[src/rtl/microcode.sv]
// Stage-2 microcode word layout as seen by the memory path.
// Only the memory write-enable field is decoded by this block.
package microcode;

    localparam int WIDTH      = 8;
    localparam int MEM_WE_BIT = 0;

    function automatic logic mcs2_mem_we(input logic [WIDTH-1:0] mc);
        return mc[MEM_WE_BIT];
    endfunction

endpackage

[src/rtl/mmio_pkg.sv]
// Shared word-map offsets and STATUS bit positions for the MMIO register file.
package mmio_pkg;

    // Offsets relative to NUM_OUT_REGS.
    localparam int CYCLE_OFS  = 0;
    localparam int TIMER_OFS  = 1;
    localparam int STATUS_OFS = 2;
    localparam int INPUT_OFS  = 3;

    localparam int STATUS_EXPIRED_BIT = 0;
    localparam int STATUS_RUNNING_BIT = 1;

endpackage

[src/rtl/mmio_regfile_if.sv]
// Stage-2 memory bus as seen by the MMIO register file.
interface mmio_regfile_if;

    logic [microcode::WIDTH-1:0] microcode_s2;
    logic [31:0]                 addr;
    logic [31:0]                 data_in;
    logic [31:0]                 data_out;
    logic                        is_mmio;

    modport master (output microcode_s2, addr, data_in, input data_out, is_mmio);
    modport slave  (input microcode_s2, addr, data_in, output data_out, is_mmio);

endinterface

[src/rtl/mmio_timer.sv]
// One-shot countdown timer with sticky EXPIRED flag; a load beats the decrement
// and an expiry beats a same-cycle clear.
module mmio_timer (
    input  logic        clk,
    input  logic        rst,
    input  logic        clk_enable,
    input  logic        load,
    input  logic [31:0] load_value,
    input  logic        clear,
    output logic [31:0] value,
    output logic        expired
);

    logic expire_now;

    assign expire_now = !load && (value == 32'd1);

    // NOTE: sequential state uses non-blocking assignments so every flop samples pre-edge values.
    always_ff @(posedge clk or posedge rst) begin
        if (rst) begin
            value   <= '0;
            expired <= 1'b0;
        end else if (clk_enable) begin
            if (load)
                value <= load_value;
            else if (value != 32'd0)
                value <= value - 32'd1;

            if (expire_now)
                expired <= 1'b1;
            else if (clear)
                expired <= 1'b0;
        end
    end

endmodule

[src/rtl/mmio_regfile.sv]
// Memory-mapped register file: output regs, cycle counter, countdown timer, input reg.
// Optional MMIO_INPUT_SYNC_EN adds a 2-flop synchronizer on gpio_in.
module mmio_regfile
    import mmio_pkg::*;
#(
    parameter int MMIO_ADDR_START_BIT = 16,
    parameter int NUM_OUT_REGS        = 4,
    parameter int OUT_WIDTH           = 16,
    parameter int IN_WIDTH            = 16
) (
    input  logic                              clk,
    input  logic                              rst,
    input  logic                              clk_enable,
    mmio_regfile_if.slave                     bus,
    output logic [NUM_OUT_REGS*OUT_WIDTH-1:0] out_regs,
    input  logic [IN_WIDTH-1:0]               gpio_in,
    output logic                              timer_irq
);

    localparam int IDX_W = MMIO_ADDR_START_BIT - 3;
    localparam logic [IDX_W-1:0] IDX_CYCLE  = IDX_W'(NUM_OUT_REGS + CYCLE_OFS);
    localparam logic [IDX_W-1:0] IDX_TIMER  = IDX_W'(NUM_OUT_REGS + TIMER_OFS);
    localparam logic [IDX_W-1:0] IDX_STATUS = IDX_W'(NUM_OUT_REGS + STATUS_OFS);
    localparam logic [IDX_W-1:0] IDX_INPUT  = IDX_W'(NUM_OUT_REGS + INPUT_OFS);

    logic [IDX_W-1:0]     idx;
    logic                 access;
    logic                 we;
    logic [OUT_WIDTH-1:0] out_q [NUM_OUT_REGS];
    logic [31:0]          cycle_q;
    logic [31:0]          timer_value;
    logic                 timer_expired;
    logic [IN_WIDTH-1:0]  in_value;
    logic [31:0]          status_word;
    logic [31:0]          rdata;
    logic                 unused_addr_bits;

    assign bus.is_mmio      = bus.addr[MMIO_ADDR_START_BIT];
    assign idx              = bus.addr[MMIO_ADDR_START_BIT-2:2];
    assign access           = clk_enable && bus.is_mmio;
    assign we               = access && microcode::mcs2_mem_we(bus.microcode_s2);
    assign unused_addr_bits = ^{bus.addr[31:MMIO_ADDR_START_BIT+1], bus.addr[1:0]};

    mmio_timer u_timer (
        .clk        (clk),
        .rst        (rst),
        .clk_enable (clk_enable),
        .load       (we && (idx == IDX_TIMER)),
        .load_value (bus.data_in),
        .clear      (we && (idx == IDX_STATUS) && bus.data_in[STATUS_EXPIRED_BIT]),
        .value      (timer_value),
        .expired    (timer_expired)
    );

    assign timer_irq = timer_expired;

`ifdef MMIO_INPUT_SYNC_EN
    logic [IN_WIDTH-1:0] sync1_q;
    logic [IN_WIDTH-1:0] sync2_q;

    always_ff @(posedge clk or posedge rst) begin
        if (rst) begin
            sync1_q <= '0;
            sync2_q <= '0;
        end else if (clk_enable) begin
            sync1_q <= gpio_in;
            sync2_q <= sync1_q;
        end
    end

    assign in_value = sync2_q;
`else
    assign in_value = gpio_in;
`endif

    always_comb begin
        // NOTE: defaults first keep every path assigned, so no latch is inferred.
        status_word                     = '0;
        status_word[STATUS_EXPIRED_BIT] = timer_expired;
        status_word[STATUS_RUNNING_BIT] = (timer_value != 32'd0);

        rdata = '0;
        for (int i = 0; i < NUM_OUT_REGS; i++)
            if (idx == IDX_W'(i)) rdata = 32'(out_q[i]);
        if (idx == IDX_CYCLE)  rdata = cycle_q;
        if (idx == IDX_TIMER)  rdata = timer_value;
        if (idx == IDX_STATUS) rdata = status_word;
        if (idx == IDX_INPUT)  rdata = 32'(in_value);
    end

    // NOTE: the output register array is small and software-visible, so it is reset like any other flop.
    always_ff @(posedge clk or posedge rst) begin
        if (rst) begin
            for (int i = 0; i < NUM_OUT_REGS; i++) out_q[i] <= '0;
            cycle_q      <= '0;
            bus.data_out <= '0;
        end else if (clk_enable) begin
            cycle_q <= cycle_q + 32'd1;
            // rdata reflects pre-edge state, so a write returns the old value.
            if (access)
                bus.data_out <= rdata;
            if (we)
                for (int i = 0; i < NUM_OUT_REGS; i++)
                    if (idx == IDX_W'(i)) out_q[i] <= bus.data_in[OUT_WIDTH-1:0];
        end
    end

    for (genvar g = 0; g < NUM_OUT_REGS; g++) begin : g_out
        assign out_regs[g*OUT_WIDTH +: OUT_WIDTH] = out_q[g];
    end

endmodule

[src/flat_wrapper.sv]
// flat-port wrapper written by rule: the top's interface ports become plain ports
module mmio_regfile_flat import mmio_pkg::*;
#(
    parameter int MMIO_ADDR_START_BIT = 16,
    parameter int NUM_OUT_REGS        = 4,
    parameter int OUT_WIDTH           = 16,
    parameter int IN_WIDTH            = 16
)
  (clk, rst, clk_enable, out_regs, gpio_in, timer_irq, bus_microcode_s2, bus_addr, bus_data_in, bus_data_out, bus_is_mmio);
  mmio_regfile_if bus_i ();
  input  logic clk;
  input  logic rst;
  input  logic clk_enable;
  output logic [NUM_OUT_REGS*OUT_WIDTH-1:0] out_regs;
  input  logic [IN_WIDTH-1:0] gpio_in;
  output logic timer_irq;
  input wire logic [$bits(bus_i.microcode_s2)-1:0] bus_microcode_s2;
  input wire logic [$bits(bus_i.addr)-1:0] bus_addr;
  input wire logic [$bits(bus_i.data_in)-1:0] bus_data_in;
  output wire logic [$bits(bus_i.data_out)-1:0] bus_data_out;
  output wire logic [$bits(bus_i.is_mmio)-1:0] bus_is_mmio;
  assign bus_i.microcode_s2 = bus_microcode_s2;
  assign bus_i.addr = bus_addr;
  assign bus_i.data_in = bus_data_in;
  assign bus_data_out = bus_i.data_out;
  assign bus_is_mmio = bus_i.is_mmio;
  mmio_regfile #(.MMIO_ADDR_START_BIT(MMIO_ADDR_START_BIT), .NUM_OUT_REGS(NUM_OUT_REGS), .OUT_WIDTH(OUT_WIDTH), .IN_WIDTH(IN_WIDTH)) u_core (.clk(clk), .rst(rst), .clk_enable(clk_enable), .bus(bus_i), .out_regs(out_regs), .gpio_in(gpio_in), .timer_irq(timer_irq));
endmodule
[config.mk]
export PLATFORM = sky130hd
export DESIGN_NAME = mmio_regfile_flat
export DESIGN_NICKNAME = d
export VERILOG_FILES = /design/src/rtl/microcode.sv /design/src/rtl/mmio_pkg.sv /design/src/rtl/mmio_regfile_if.sv /design/src/rtl/mmio_timer.sv /design/src/rtl/mmio_regfile.sv /design/src/flat_wrapper.sv
export SDC_FILE = /design/constraint.sdc
export NUM_CORES = 1
export LEC_CHECK = 0
export BUFFER_PORTS_ARGS = -buffer_cell sky130_fd_sc_hd__buf_2
export CAP_MARGIN = 20
export CORE_MARGIN = 2
export CORE_UTILIZATION = 45
export CTS_CLUSTER_DIAMETER = 40
export CTS_CLUSTER_SIZE = 20
export DETAILED_ROUTE_END_ITERATION = 10
export HOLD_SLACK_MARGIN = 0.03
export PLACE_DENSITY = 0.69
export SETUP_SLACK_MARGIN = 0.5
export SYNTH_ARGS = -nofsm -noshare
export SYNTH_HDL_FRONTEND = slang
export SYNTH_SLANG_ARGS = --single-unit
export TNS_END_PERCENT = 30
[constraint.sdc]
create_clock -name clk -period 14.9 [get_ports clk]
set_clock_uncertainty 0.1 [all_clocks]
set_input_delay 4.47 -clock clk [delete_from_list [all_inputs] [get_ports clk]]
set_output_delay 4.47 -clock clk [all_outputs]
set_load 0.1 [all_outputs]
=== Yosys cells after proc, flatten, opt, wreduce, memory -nomap -nowiden ===
Cells that the tools add are included.

* Flip-flop bits (word level): 161
* Input bits: 91
* Output and inout bits: 98
* Logic and storage cells: 48

* Add/sub/neg operators: 2
* Equality and inequality tests: 8
* Muxes and demuxes: 12
* Reductions and logical operators: 18

{| class="wikitable"
|+ Operators with widths
! operator !! number
|-
| $mux W32 || 6
|-
| $mux W16 || 4
|-
| $eq A13 B3 Y1 const B || 4
|-
| $add A32 B1 Y32 const B || 1
|-
| $eq A32 B1 Y1 const B || 1
|-
| $reduce_bool A32 Y1 || 1
|-
| $sub A32 B1 Y32 const B || 1
|-
| $eq A13 B2 Y1 const B || 2
|-
| $eq A13 B1 Y1 const B || 1
|-
| $logic_not A13 Y1 || 1
|-
| $reduce_and A3 Y1 || 4
|-
| $logic_and A1 B1 Y1 || 6
|-
| $reduce_and A2 Y1 || 3
|-
| $reduce_bool A2 Y1 || 2
|-
| $mux W1 || 2
|-
| $logic_not A1 Y1 || 1
|}

=== Depth between registers and ports, before layout ===
* Word-level depth: 9
* Mapped depth: 11
* Gate-level depth less buffers: 8

=== Hierarchy ===
A second synthesis with hierarchy kept.

* Cells, all modules: 814
* Area, all modules: 8553.2 sq um

{| class="wikitable"
|+ Modules (own cells, without submodules)
! module !! times used !! cells an instance !! area each (sq um)
|-
| mmio_regfile || 1 || 541 || 6294.8
|-
| mmio_timer || 1 || 273 || 2258.4
|}

=== Worst setup path after synthesis ===
OpenSTA, ideal clock, no wires.

* Path type: input-to-output
* Start point: input port bus_addr[16]
* End point: output port bus_is_mmio
* Arrival: 4.733 ns
* Path slack: 5.597 ns
* Stages on the path: 1
* Path buffers: 1
* Path through: buf_4

{| class="wikitable"
|+ RTL lines
! item !! RTL line !! source
|-
| start: declaration || flat_wrapper.sv:18 || <nowiki>input wire logic [$bits(bus_i.addr)-1:0] bus_addr;</nowiki>
|-
| end: declaration || flat_wrapper.sv:21 || <nowiki>output wire logic [$bits(bus_i.is_mmio)-1:0] bus_is_mmio;</nowiki>
|}

No word-level cell between the ends.

=== Worst setup path in the final report ===
* Start point: input port bus_addr[16]
* End point: output port bus_is_mmio

No word-level cell between the ends.

==> flow_summary.ini <==
[placed_design]
dp_hpwl_mm = 16.4
gp_congestion = 0.864
port_buffers = 163
placed_cells = 1134
place_ws_ns = 5.31

[cts]
postCtsHoldBufs = 0
clk_pin_slew_ns = 0.06
cts_buffer_depth = 2
cts.sinks = 161
cts_htree_levels = 4
cts_tree = yes
cts.root.buffer_cell = clkbuf_16
numCtsBuffers = 17
post_cts_buffers = 0
insertion_delay_ns = 0.43
cts_resized = 0

[floorplanning]
die_h_um = 139
ioPinCount = 189
die_area_sq_um = 19200
rows = 49
initial_core_util_pct = 45.7
fp.coreArea_sq_um = 17800
dieWidth_um = 139

[yosys]
synth.distinct_cells = 61
synth_edf_count = 0
yosys-top-cells-area = dfrtp_1 (49%), mux2_2 (9.0%), mux2i_1 (3.6%), nor2_1 (3.5%), o21ai_0 (2.8%)
netlist.area_leader.share_pct = 49.4
synth_largest_area_cell = dfrtp_1
yosys_warnings = 0
syn_area_sq_um = 8150
async_reset_ff_share_pct = 100
ys_seq_area_share_pct = 49.4
synthFlopType = dfrtp_1
synth_top_cells_by_count = dfrtp_1 (161), nor2_1 (77), mux2_2 (65)
postSynthCellCount = 782
synth-seq-cells = 161
avgSynthCellArea_sq_um = 10.4
synth_most_common_cell = dfrtp_1
synthesis.nets = 876

[pwr]
power_density_nw_per_um2 = 112
internal-power_uw = 747
p_seq_share_pct = 46.1
clkPwrFrac_pct = 39.0
pwr-share-comb_pct = 14.9
p_sw_share_pct = 31.5
switchingPower_uw = 344
p_leak_nw = 4.69
peakVddDrop_uv = 92.2

[timing]
worst_pin_slew_ns = 1.16
fin_tns_setup_ns = 0
rsz0062_at_grt = no
timing.final.hold_violations = 0
setup_ws_ns = 5.30
finalCritPeriodShare_pct = 64.4
fin_hold_ws_ns = 0.381
maxSlewHeadroom_pct = 21.7
clock.fmax_mhz = 104
fin_crit_ns = 9.60
slew_violations = 0
finalSetupViolCount = 0

[setup_path]
end_kind = primary output
crit_path_cell_trace = buf_2 -> buf_2
critPathKind = in2out
crit_fanout = 4
cp_data_arrival_time_ns = 5.03
slowest_delay_ns = 0.43
critPathTopFamily = buffers and inverters
cpMaxStageDelayCell = buf_2
start_kind = primary input
crit_path_frequent_cell = buf_2
worstPathRequired_ns = 10.33
cp.buffers_inverters = 2
reg2reg_slack_ns = 11.37

[detailed_routing]
ant_nets = 0
drt_pre_antenna_iters = 6
via_per_inst = 5.94
drcViolationCount = 0
wl_mm = 23.7
num_vias = 6947
drt-initial-drc-count = 759
wl_per_cell_um = 20.3

[global_routing]
grt_usage_pct = 24.6
grt_max_degree = 92
overflow = 0
grt_pass1_wl_mm = 37.4
grt_pass1_vias = 6610
antenna_found_initial = 1

[job]
max_cap_viol_count = 0

[layout]
drive_gt1_share_pct = 31.5
antenna_cells_inserted = 0
syn_to_final_growth_pct = 19.5
final_cells = 1170
nets = 1022

[hold_path]
hold_class = reg2reg

[outcome]
outcome = complete, no violations
[final timing paths]
path | to | cells past startpoint | startpoint
worst max-delay path | bus_is_mmio | 2 | bus_addr[16]
worst min-delay path | u_core.bus.data_out[15] | 1 | u_core.bus.data_out[15]
worst max register to register | u_core.u_timer.value[15] | 9 | u_core.u_timer.value[0]
worst min register to register | u_core.bus.data_out[15] | 1 | u_core.bus.data_out[15]
max in group asynchronous | u_core.cycle_q[2] | 3 | rst
min in group asynchronous | u_core.out_regs[29] | 2 | rst
[metal layers]
layer / global-route usage (%) / part of all wire (%)
met1: 35.4 / 44
met2: 37.5 / 46
met3: 5.56 / 7.7
met4: 7.36 / 1.8
met5: 0 / 0
[sequential cells by signal, indices dropped and copies added (netlist names)]
register                count
u_core.cycle_q             32
u_core.bus.data_out        32
u_core.out_regs            64
u_core.u_timer.value       32
u_core.u_timer.expired      1
[logic make-up (layout without fill, tap and decap cells)]
logic type	count (synthesis)	count (layout)	synth area share, %
AOI/OAI and AO/OA	185	185	15.0
xor gates and xnor gates	31	31	3.33
adders and majority gates	3	3	0.461
buffers and inverters	63	222	3.30
DFF	161	161	49.4
muxes	97	97	13.4
and+or+nand+nor	242	242	15.1
[final cells by class]
type / count / area (sq um)
fill: 1594 / 8100
sequential: 161 / 4030
multi-input combinational: 558 / 3850
timing repair buffer: 180 / 955
clock buffer: 21 / 480
tap: 229 / 287
clock inverter: 11 / 92.6
inverter: 10 / 42.5
[stage by stage]
stage / power [mW] / utilization (%) / cell area [sq um]
6_report: 1.09 / 54.6 / 9740
5_1_grt: 1.13 / 54.6 / 9740
4_1_cts: 1.09 / 54.4 / 9700
3_3_place_gp: 0.667 / 51.1 / 9130
3_5_place_dp: 0.672 / 51.1 / 9130
2_1_floorplan: 0.624 / - / 8150
[layout by cell type, fill, tap and decap left out, types with 16 or more instances in the layout]
master | synthesis | layout
a21oi_1 | 40 | 40
buf_2 | 8 | 163
clkbuf_16 | 0 | 17
dfrtp_1 | 161 | 161
mux2_2 | 65 | 65
mux2i_1 | 29 | 29
nand2_1 | 51 | 51
nand3_1 | 19 | 19
nor2_1 | 77 | 77
nor3_1 | 16 | 16
o21ai_0 | 45 | 45
xnor2_1 | 23 | 23
[power groups by stage]
stage / Sequential [mW] / Clock, mW / Combinational [mW]
finish: 0.503 / 0.426 / 0.162
global route: 0.507 / 0.448 / 0.176
CTS: 0.502 / 0.429 / 0.162
detailed placement: 0.510 / 0 / 0.162
global placement: 0.508 / 0 / 0.159
floorplan: 0.547 / 0 / 0.0769
No activity file was read; power rests on OpenSTA's default activity.
